==> src/rtl/muldiv_pkg.sv <==
// Shared definitions for the iterative multiply/divide unit: op encodings,
// FSM states and the default operand width.
package muldiv_pkg;

  localparam logic [1:0] OP_MULT  = 2'b00;
  localparam logic [1:0] OP_MULTU = 2'b01;
  localparam logic [1:0] OP_DIV   = 2'b10;
  localparam logic [1:0] OP_DIVU  = 2'b11;

  typedef enum logic [1:0] {
    S_IDLE = 2'd0,
    S_RUN  = 2'd1,
    S_FIX  = 2'd2
  } mdState_t;

  localparam int MD_WIDTH = 32;
  localparam int MD_CNT_W = $clog2(MD_WIDTH);

  function automatic logic isSignedOp(input logic [1:0] op);
    return (op == OP_MULT) || (op == OP_DIV);
  endfunction

endpackage

==> src/rtl/muldiv_if.sv <==
// Execute-stage port bundle of the multiply/divide unit. The master is the
// execute stage / hazard unit; the slave is muldiv_unit.
interface muldiv_if #(parameter int WIDTH = 32);

  // Handshake: start is taken only while busy=0; done pulses for one cycle with
  // the new hi/lo already visible, and a new start may be issued in that cycle.
  logic             start;
  logic [1:0]       op;
  logic [WIDTH-1:0] a;
  logic [WIDTH-1:0] b;
  logic             cancel;
  logic             hi_we;
  logic             lo_we;
  logic [WIDTH-1:0] wdata;
  logic             mf_req;
  logic             busy;
  logic             done;
  logic             div_by_zero;
  logic             stall_req;
  logic [WIDTH-1:0] hi;
  logic [WIDTH-1:0] lo;

  modport master (
    output start, op, a, b, cancel, hi_we, lo_we, wdata, mf_req,
    input  busy, done, div_by_zero, stall_req, hi, lo
  );

  modport slave (
    input  start, op, a, b, cancel, hi_we, lo_we, wdata, mf_req,
    output busy, done, div_by_zero, stall_req, hi, lo
  );

endinterface

==> src/rtl/muldiv_step.sv <==
// One iteration of the shared datapath: shift-add for multiply, or
// restoring trial-subtract for divide, on a 2*WIDTH accumulator.
module muldiv_step #(
  parameter int WIDTH = 32
) (
  input  logic [2*WIDTH-1:0] acc,
  input  logic [WIDTH-1:0]   opnd,
  input  logic               isDiv,
  output logic [2*WIDTH-1:0] accNext
);

  logic [WIDTH:0] addSum;
  logic [WIDTH:0] shiftRem;
  logic [WIDTH:0] trialDiff;

  always_comb begin
    addSum    = {1'b0, acc[2*WIDTH-1:WIDTH]} + (acc[0] ? {1'b0, opnd} : '0);
    // Remainder shifted left, pulling in the next dividend bit from the low half.
    shiftRem  = acc[2*WIDTH-1:WIDTH-1];
    trialDiff = shiftRem - {1'b0, opnd};
    if (isDiv) begin
      if (!trialDiff[WIDTH]) accNext = {trialDiff[WIDTH-1:0], acc[WIDTH-2:0], 1'b1};
      else                   accNext = {shiftRem[WIDTH-1:0], acc[WIDTH-2:0], 1'b0};
    end else begin
      accNext = {addSum, acc[WIDTH-1:1]};
    end
  end

endmodule

==> src/rtl/muldiv_unit.sv <==
// Iterative MULT/MULTU/DIV/DIVU unit with architectural HI/LO registers,
// start/busy/done handshake and a stall request for MFHI/MFLO.
module muldiv_unit
  import muldiv_pkg::*;
#(
  parameter int WIDTH = MD_WIDTH
) (
  input  logic     clk,
  input  logic     rst,
  muldiv_if.slave  bus,
  output mdState_t dbgState
);

  localparam int CNT_W = $clog2(WIDTH);

  mdState_t           state;
  logic [CNT_W-1:0]   cnt;
  logic [2*WIDTH-1:0] acc;
  logic [2*WIDTH-1:0] accNext;
  logic [WIDTH-1:0]   opnd;
  logic [WIDTH-1:0]   dividend;
  logic [WIDTH-1:0]   hiReg;
  logic [WIDTH-1:0]   loReg;
  logic               isDiv;
  logic               negQ;
  logic               negR;
  logic               bZero;
  logic               doneReg;
  logic               dbz;
  logic               dbzSaved;

  logic               busy;
  logic               accept;
  logic               signedOp;
  logic [WIDTH-1:0]   magA;
  logic [WIDTH-1:0]   magB;
  logic [2*WIDTH-1:0] prodFix;
  logic [WIDTH-1:0]   resHi;
  logic [WIDTH-1:0]   resLo;

  assign busy     = (state != S_IDLE);
  assign accept   = (state == S_IDLE) && bus.start && !bus.cancel;
  assign signedOp = isSignedOp(bus.op);

  // The most-negative operand keeps its bit pattern, which is its correct unsigned magnitude.
  always_comb begin
    magA = (signedOp && bus.a[WIDTH-1]) ? -bus.a : bus.a;
    magB = (signedOp && bus.b[WIDTH-1]) ? -bus.b : bus.b;
  end

  muldiv_step #(.WIDTH(WIDTH)) uStep (
    .acc     (acc),
    .opnd    (opnd),
    .isDiv   (isDiv),
    .accNext (accNext)
  );

  always_comb begin
    prodFix = negQ ? -acc : acc;
    resHi   = prodFix[2*WIDTH-1:WIDTH];
    resLo   = prodFix[WIDTH-1:0];
    if (isDiv) begin
      if (bZero) begin
        resHi = dividend;
        resLo = '1;
      end else begin
        resLo = negQ ? -acc[WIDTH-1:0] : acc[WIDTH-1:0];
        resHi = negR ? -acc[2*WIDTH-1:WIDTH] : acc[2*WIDTH-1:WIDTH];
      end
    end
  end

  always_ff @(posedge clk or negedge rst) begin
    if (!rst) begin
      state    <= S_IDLE;
      cnt      <= '0;
      acc      <= '0;
      opnd     <= '0;
      dividend <= '0;
      hiReg    <= '0;
      loReg    <= '0;
      isDiv    <= 1'b0;
      negQ     <= 1'b0;
      negR     <= 1'b0;
      bZero    <= 1'b0;
      doneReg  <= 1'b0;
      dbz      <= 1'b0;
      dbzSaved <= 1'b0;
    end else begin
      doneReg <= 1'b0;
      if (!busy) begin
        if (bus.hi_we) hiReg <= bus.wdata;
        if (bus.lo_we) loReg <= bus.wdata;
      end
      case (state)
        S_IDLE: begin
          if (accept) begin
            state    <= S_RUN;
            cnt      <= CNT_W'(WIDTH - 1);
            isDiv    <= bus.op[1];
            negQ     <= signedOp && (bus.a[WIDTH-1] ^ bus.b[WIDTH-1]);
            negR     <= signedOp && bus.a[WIDTH-1];
            bZero    <= (bus.b == '0);
            dividend <= bus.a;
            opnd     <= bus.op[1] ? magB : magA;
            acc      <= {{WIDTH{1'b0}}, (bus.op[1] ? magA : magB)};
            // A cancelled operation must leave the flag as it was before this start.
            dbzSaved <= dbz;
            dbz      <= 1'b0;
          end
        end
        S_RUN: begin
          if (bus.cancel) begin
            state <= S_IDLE;
            dbz   <= dbzSaved;
          end else begin
            acc <= accNext;
            if (cnt == '0) state <= S_FIX;
            else           cnt   <= cnt - 1'b1;
          end
        end
        S_FIX: begin
          state <= S_IDLE;
          if (bus.cancel) begin
            dbz <= dbzSaved;
          end else begin
            hiReg   <= resHi;
            loReg   <= resLo;
            doneReg <= 1'b1;
            dbz     <= isDiv && bZero;
          end
        end
        default: state <= S_IDLE;
      endcase
    end
  end

  assign bus.busy        = busy;
  assign bus.done        = doneReg;
  assign bus.div_by_zero = dbz;
  assign bus.stall_req   = bus.mf_req & busy;
  assign bus.hi          = hiReg;
  assign bus.lo          = loReg;
  assign dbgState        = state;

endmodule
==> src/flat_wrapper.sv <==
// flat-port wrapper written by rule: the top's interface ports become plain ports
module muldiv_unit_flat import muldiv_pkg::*;
#(
  parameter int WIDTH = MD_WIDTH
)
  (clk, rst, dbgState, bus_start, bus_op, bus_a, bus_b, bus_cancel, bus_hi_we, bus_lo_we, bus_wdata, bus_mf_req, bus_busy, bus_done, bus_div_by_zero, bus_stall_req, bus_hi, bus_lo);
  muldiv_if #(.WIDTH(WIDTH)) bus_i ();
  input  logic clk;
  input  logic rst;
  output mdState_t dbgState;
  input wire logic [$bits(bus_i.start)-1:0] bus_start;
  input wire logic [$bits(bus_i.op)-1:0] bus_op;
  input wire logic [$bits(bus_i.a)-1:0] bus_a;
  input wire logic [$bits(bus_i.b)-1:0] bus_b;
  input wire logic [$bits(bus_i.cancel)-1:0] bus_cancel;
  input wire logic [$bits(bus_i.hi_we)-1:0] bus_hi_we;
  input wire logic [$bits(bus_i.lo_we)-1:0] bus_lo_we;
  input wire logic [$bits(bus_i.wdata)-1:0] bus_wdata;
  input wire logic [$bits(bus_i.mf_req)-1:0] bus_mf_req;
  output wire logic [$bits(bus_i.busy)-1:0] bus_busy;
  output wire logic [$bits(bus_i.done)-1:0] bus_done;
  output wire logic [$bits(bus_i.div_by_zero)-1:0] bus_div_by_zero;
  output wire logic [$bits(bus_i.stall_req)-1:0] bus_stall_req;
  output wire logic [$bits(bus_i.hi)-1:0] bus_hi;
  output wire logic [$bits(bus_i.lo)-1:0] bus_lo;
  assign bus_i.start = bus_start;
  assign bus_i.op = bus_op;
  assign bus_i.a = bus_a;
  assign bus_i.b = bus_b;
  assign bus_i.cancel = bus_cancel;
  assign bus_i.hi_we = bus_hi_we;
  assign bus_i.lo_we = bus_lo_we;
  assign bus_i.wdata = bus_wdata;
  assign bus_i.mf_req = bus_mf_req;
  assign bus_busy = bus_i.busy;
  assign bus_done = bus_i.done;
  assign bus_div_by_zero = bus_i.div_by_zero;
  assign bus_stall_req = bus_i.stall_req;
  assign bus_hi = bus_i.hi;
  assign bus_lo = bus_i.lo;
  muldiv_unit #(.WIDTH(WIDTH)) u_core (.clk(clk), .rst(rst), .bus(bus_i), .dbgState(dbgState));
endmodule
==> config.mk <==
export PLATFORM = sky130hd
export DESIGN_NAME = muldiv_unit_flat
export DESIGN_NICKNAME = d
export VERILOG_FILES = /design/src/rtl/muldiv_pkg.sv /design/src/rtl/muldiv_if.sv /design/src/rtl/muldiv_step.sv /design/src/rtl/muldiv_unit.sv /design/src/flat_wrapper.sv
export SDC_FILE = /design/constraint.sdc
export NUM_CORES = 1
export LEC_CHECK = 0
export BUFFER_PORTS_ARGS = -buffer_cell sky130_fd_sc_hd__buf_2
export CORE_MARGIN = 3
export CORE_UTILIZATION = 55
export DETAILED_ROUTE_END_ITERATION = 10
export HOLD_SLACK_MARGIN = 0.06
export PLACE_DENSITY = 0.8
export SLEW_MARGIN = 0
export SYNTH_ARGS = -nofsm -noshare
export SYNTH_HDL_FRONTEND = slang
export SYNTH_SLANG_ARGS = --single-unit
export TNS_END_PERCENT = 5
==> constraint.sdc <==
create_clock -name clk -period 3.6 [get_ports clk]
set_clock_uncertainty 0.1 [all_clocks]
set_input_delay 0.36 -clock clk [delete_from_list [all_inputs] [get_ports clk]]
set_output_delay 0.36 -clock clk [all_outputs]
set_load 0.05 [all_outputs]
==> key figures <==
Layout
  • Share of cells above drive strength 1: 0.1786
  • Reg area: slightly above 5000 µm²
  • Non-filler instance count after layout: 2775
  • Most common library cell in the layout ignoring fill and taps: nand2_1
  • Area grow syn2layout: 17.58%
  • Layout filler cell count: 2491
  • Footprint of the multi-input gates: 11400 µm²
  • Ant. Diodes: 0
  • Most frequent cells in the layout: nand2_1, dfrtp_1, o21ai_0, a21oi_1, buf_2
  • Nets@finish: 2540
  • Post-route cell area: between 20000 and 25000 µm²

Placed design
  • PortBufs: 174
  • Placed Cells: 2680
  • Placed inst area: 18970 µm²
  • Dpl hpwl: between 40 and 50 mm
  • GP Congestion: 1.024

Logic synthesis
  • Synth area leaders: dfrtp_1, nand2_1, o21ai_0, ha_1, xor2_1
  • Mean post-synth cell area: about 8 µm²
  • Sequential share of the synthesized area: 0.2976
  • Post-Synth Adder-Cell Area: 0.05505
  • Main combinational cell family by area after synthesis: compound AO/OA/AOI/OAI gates
  • Cells after Synth: 2157
  • Synth Area in Simple Gates: 0.1806
  • Number of flops mapped to enable cells by yosys: 0
  • Mapped Area: between 15000 and 20000 µm²
  • Post-synth ARST share: 1.000
  • Yosys cell types: 76
  • Ys Warns: 0
  • Syn nets: 2337
  • Top FF cell, synth: dfrtp_1
  • Yosys reg bits: 206
  • Post-synth top area share: 0.2976
  • Yosys top cell by area: dfrtp_1
  • Post-synthesis compound-gate area fraction: 0.2392
  • Mux share of post-synthesis cell area: 0.07817
  • XOR/XNOR Fraction of Synth Area: 0.1011

Pwr
  • NetSw: between 10000 and 15000 µW
  • Peak supply drop: 0.7286 mV
  • P per Cell Area: 1017 nW/µm²
  • Internal power: 10060 µW
  • Reg power frac: 0.230
  • Switch share: 0.5142
  • Leak: slightly above 0.009 µW
  • Power Total: 20720 µW
  • Proportion of power drawn by combinational gates: 0.639
  • Clock power share: 0.131

Critical path
  • Worst setup EP type: register
  • Worst R2R Path Depth: 9
  • Critical path cell sequence: or3_4 > or4b_4 > or3_4 > or3_4 > or2_4 > o21ai_1 > xnor2_1 > o21ai_1 > o21ai_1
  • FF-to-FF Start: u_core.acc[36]
  • Arrival @ worst endpoint: 3.81 ns
  • Setup CP Type: register to register
  • Crit path launch type: register
  • Critical Path RT: a little under 4 ns
  • Reg-to-reg slack, setup: 0.11 ns
  • CP max-delay cell: or4b_4
  • FF-to-FF End: u_core.bus.hi[27]
  • Top delay family on crit path: simple AND/OR/NAND/NOR gates
  • CP Buf/Inv Count: 0
  • Crit-path max cell delay: just under 0.6 ns
  • Crit Path Max Fanout: 7

Clock network
  • Maximum buffer depth of the clock tree: 3
  • CTS tree: yes
  • Clk sink count: approximately 210
  • Clock transition at the registers of the reported paths: ~0.060 ns
  • CTS H-tree lvls: 1
  • TritonCTS Buffers: 25
  • Clk_lat worst skew: about 0.55 ns
  • Root Buffer: clkbuf_16

GRT
  • Largest net degree at the start of global routing: 111
  • Vias in the first global route: 17346
  • First-pass GRT wire length: between 90 and 100 mm
  • GRT Util Overall: 0.3738
  • Remaining global-route overflow: 0
  • Antenna violations before repair: 2

STA
  • Final hold violations: 0
  • Final setup TNS: 0 ns
  • Max Freq: approximately 0.29 GHz
  • Least-Margin Pin Slew: 1.197 ns
  • Crit share post-route: 0.9698
  • Rel. slew slack: 0.2023
  • Setup violations, final: 0
  • Final Critical Period: between 3 and 4 ns
  • Slew Limit Fails: 0

Detailed routing
  • Vias: 18234
  • DR WL/cell: 23.51 µm
  • # DRC: 0
  • Initial DRC count: 2112
  • Pre-antenna DRT Iters: 6
  • Final WL: 65.23 mm
  • Via/cell ratio: 6.571
  • ANT nets after route: 0

Die
  • Die Span Y: 183.5 µm
  • Ports: 175
  • Die area: 33650 µm²
  • Starting Density: 0.5618
  • Die W: roughly 180 µm
  • Core area: 30830 µm²
  • Rows: 64

Min path
  • Min-Delay Endpoint: u_core.bus.lo[12]
  • Worst min-delay path class: input port to register
  • Worst Hold Launch: bus_wdata[12]
  • Worst hold stages: 3

Outcome
  • Outcome: finished, final reports clean

Run
  • Max_cap viols: 0
-- area by class of cell --
class	instances	share of cell area
clock buffer	31	0.03330
multi-input combinational	1734	0.5599
sequential	206	0.2533
timing repair buffer	321	0.1064
inverter	72	0.01327
clock inverter	15	0.009523
tap	396	0.02433
-- cells in the mapped netlist, types with 10 or more instances --
cell type and count:
mux2i_1 61, or4_1 16, nand3_1 30, o21ai_0 185
o31ai_1 27, o211ai_1 17, nand2_1 291, dfrtp_1 206
o21a_1 11, a211oi_1 39, and3_1 14, a31oi_1 12
nand4_1 12, nor3_1 26, ha_1 73, a22oi_1 14
or3_1 15, a21oi_1 179, o21ai_1 16, buf_1 12
a21o_1 39, clkbuf_1 122, mux2_2 66, nand2b_1 21
a32o_1 24, nor4_1 15, a32oi_1 33, nor2b_1 17
xnor2_1 97, nor2_1 170, inv_1 71, o41ai_1 10
xor2_1 103
-- worst register-to-register path, delay by kind of cell, from the launching register on --
| kind | cells | cell delay, ns |
|---|---|---|
| XOR/XNOR | 1 | 0.10 |
| flip-flops | 1 | 0.52 |
| AO/OA/AOI/OAI | 3 | 0.54 |
| AND/OR/NAND/NOR | 5 | 2.11 |
-- power groups by stage --
stage                     clock network, µW  registers (µW)  logic [µW]
after floorplan                           0            5330        8050
after global placement                    0            4610       12600
after detailed placement                  0            4680       12800
after CTS                              2700            4650       12900
after global routing                   2800            4830       14200
final                                  2710            4770       13200
-- worst max path at each step --
| stage | start | to | slack (ns) | cells past startpoint |
|---|---|---|---|---|
| 2_1_floorplan | u_core.acc[0] | u_core.acc[60] | 0.07 | 15 |
| 3_3_place_gp | u_core.acc[31] | u_core.acc[36] | -0.03 | 15 |
| 3_5_place_dp | u_core.acc[31] | u_core.acc[36] | -0.04 | 15 |
| 4_1_cts | u_core.acc[12] | u_core.bus.hi[28] | -0.002 | 10 |
| 5_1_grt | u_core.acc[0] | u_core.acc[57] | -0.04 | 14 |
| 6_report | u_core.acc[36] | u_core.bus.hi[27] | 0.11 | 9 |
-- flip-flops by register name, indices dropped and copies added (netlist names) --
name	flops
u_core.bZero	1
u_core.negR	1
u_core.bus.done	1
u_core.opnd	32
u_core.bus.lo	32
u_core.cnt	5
u_core.isDiv	1
u_core.negQ	1
u_core.dividend	32
u_core.bus.hi	32
u_core.acc	64
u_core.dbzSaved	1
u_core.dbgState	2
u_core.bus.div_by_zero	1
-- routing by layer --
metal  up-vias  share of wire  GRT usage
met4         4          0.053     0.1569
met2      1150           0.44     0.5794
li1       8148              -          -
met5         -        0.00041          0
met1      8683           0.40     0.5021
met3       249           0.11    0.09121
-- metrics by stage --
step	util	hold slack, ns	setup slack, ns
final	0.6606	0.05775	0.1088
after global routing	0.6606	0.06458	-0.03711
after CTS	0.6588	0.06032	-0.002269
after detailed placement	0.6152	0.3707	-0.03564
after global placement	0.6152	0.3623	-0.02835
after floorplan	-	-0.03559	0.07335
-- what timing repair did --
item / in CTS / in global routing
resized for setup: 1 / 16
setup endpoints to repair: 14 / 39
pin swaps: 0 / 2
hold buffers: 47 / 0
buffers inserted: 0 / 2
hold endpoints to repair: 156 / 0
-- cells by family after synthesis --
kind of cell,count (synthesis)
AND/OR/NAND/NOR,674
AO/OA/AOI/OAI,658
buffers and inverters,217
flip-flops,206
XOR/XNOR,200
multiplexers,127
adder cells (fa/ha/maj),75
Power figures use the tool's default switching activity.
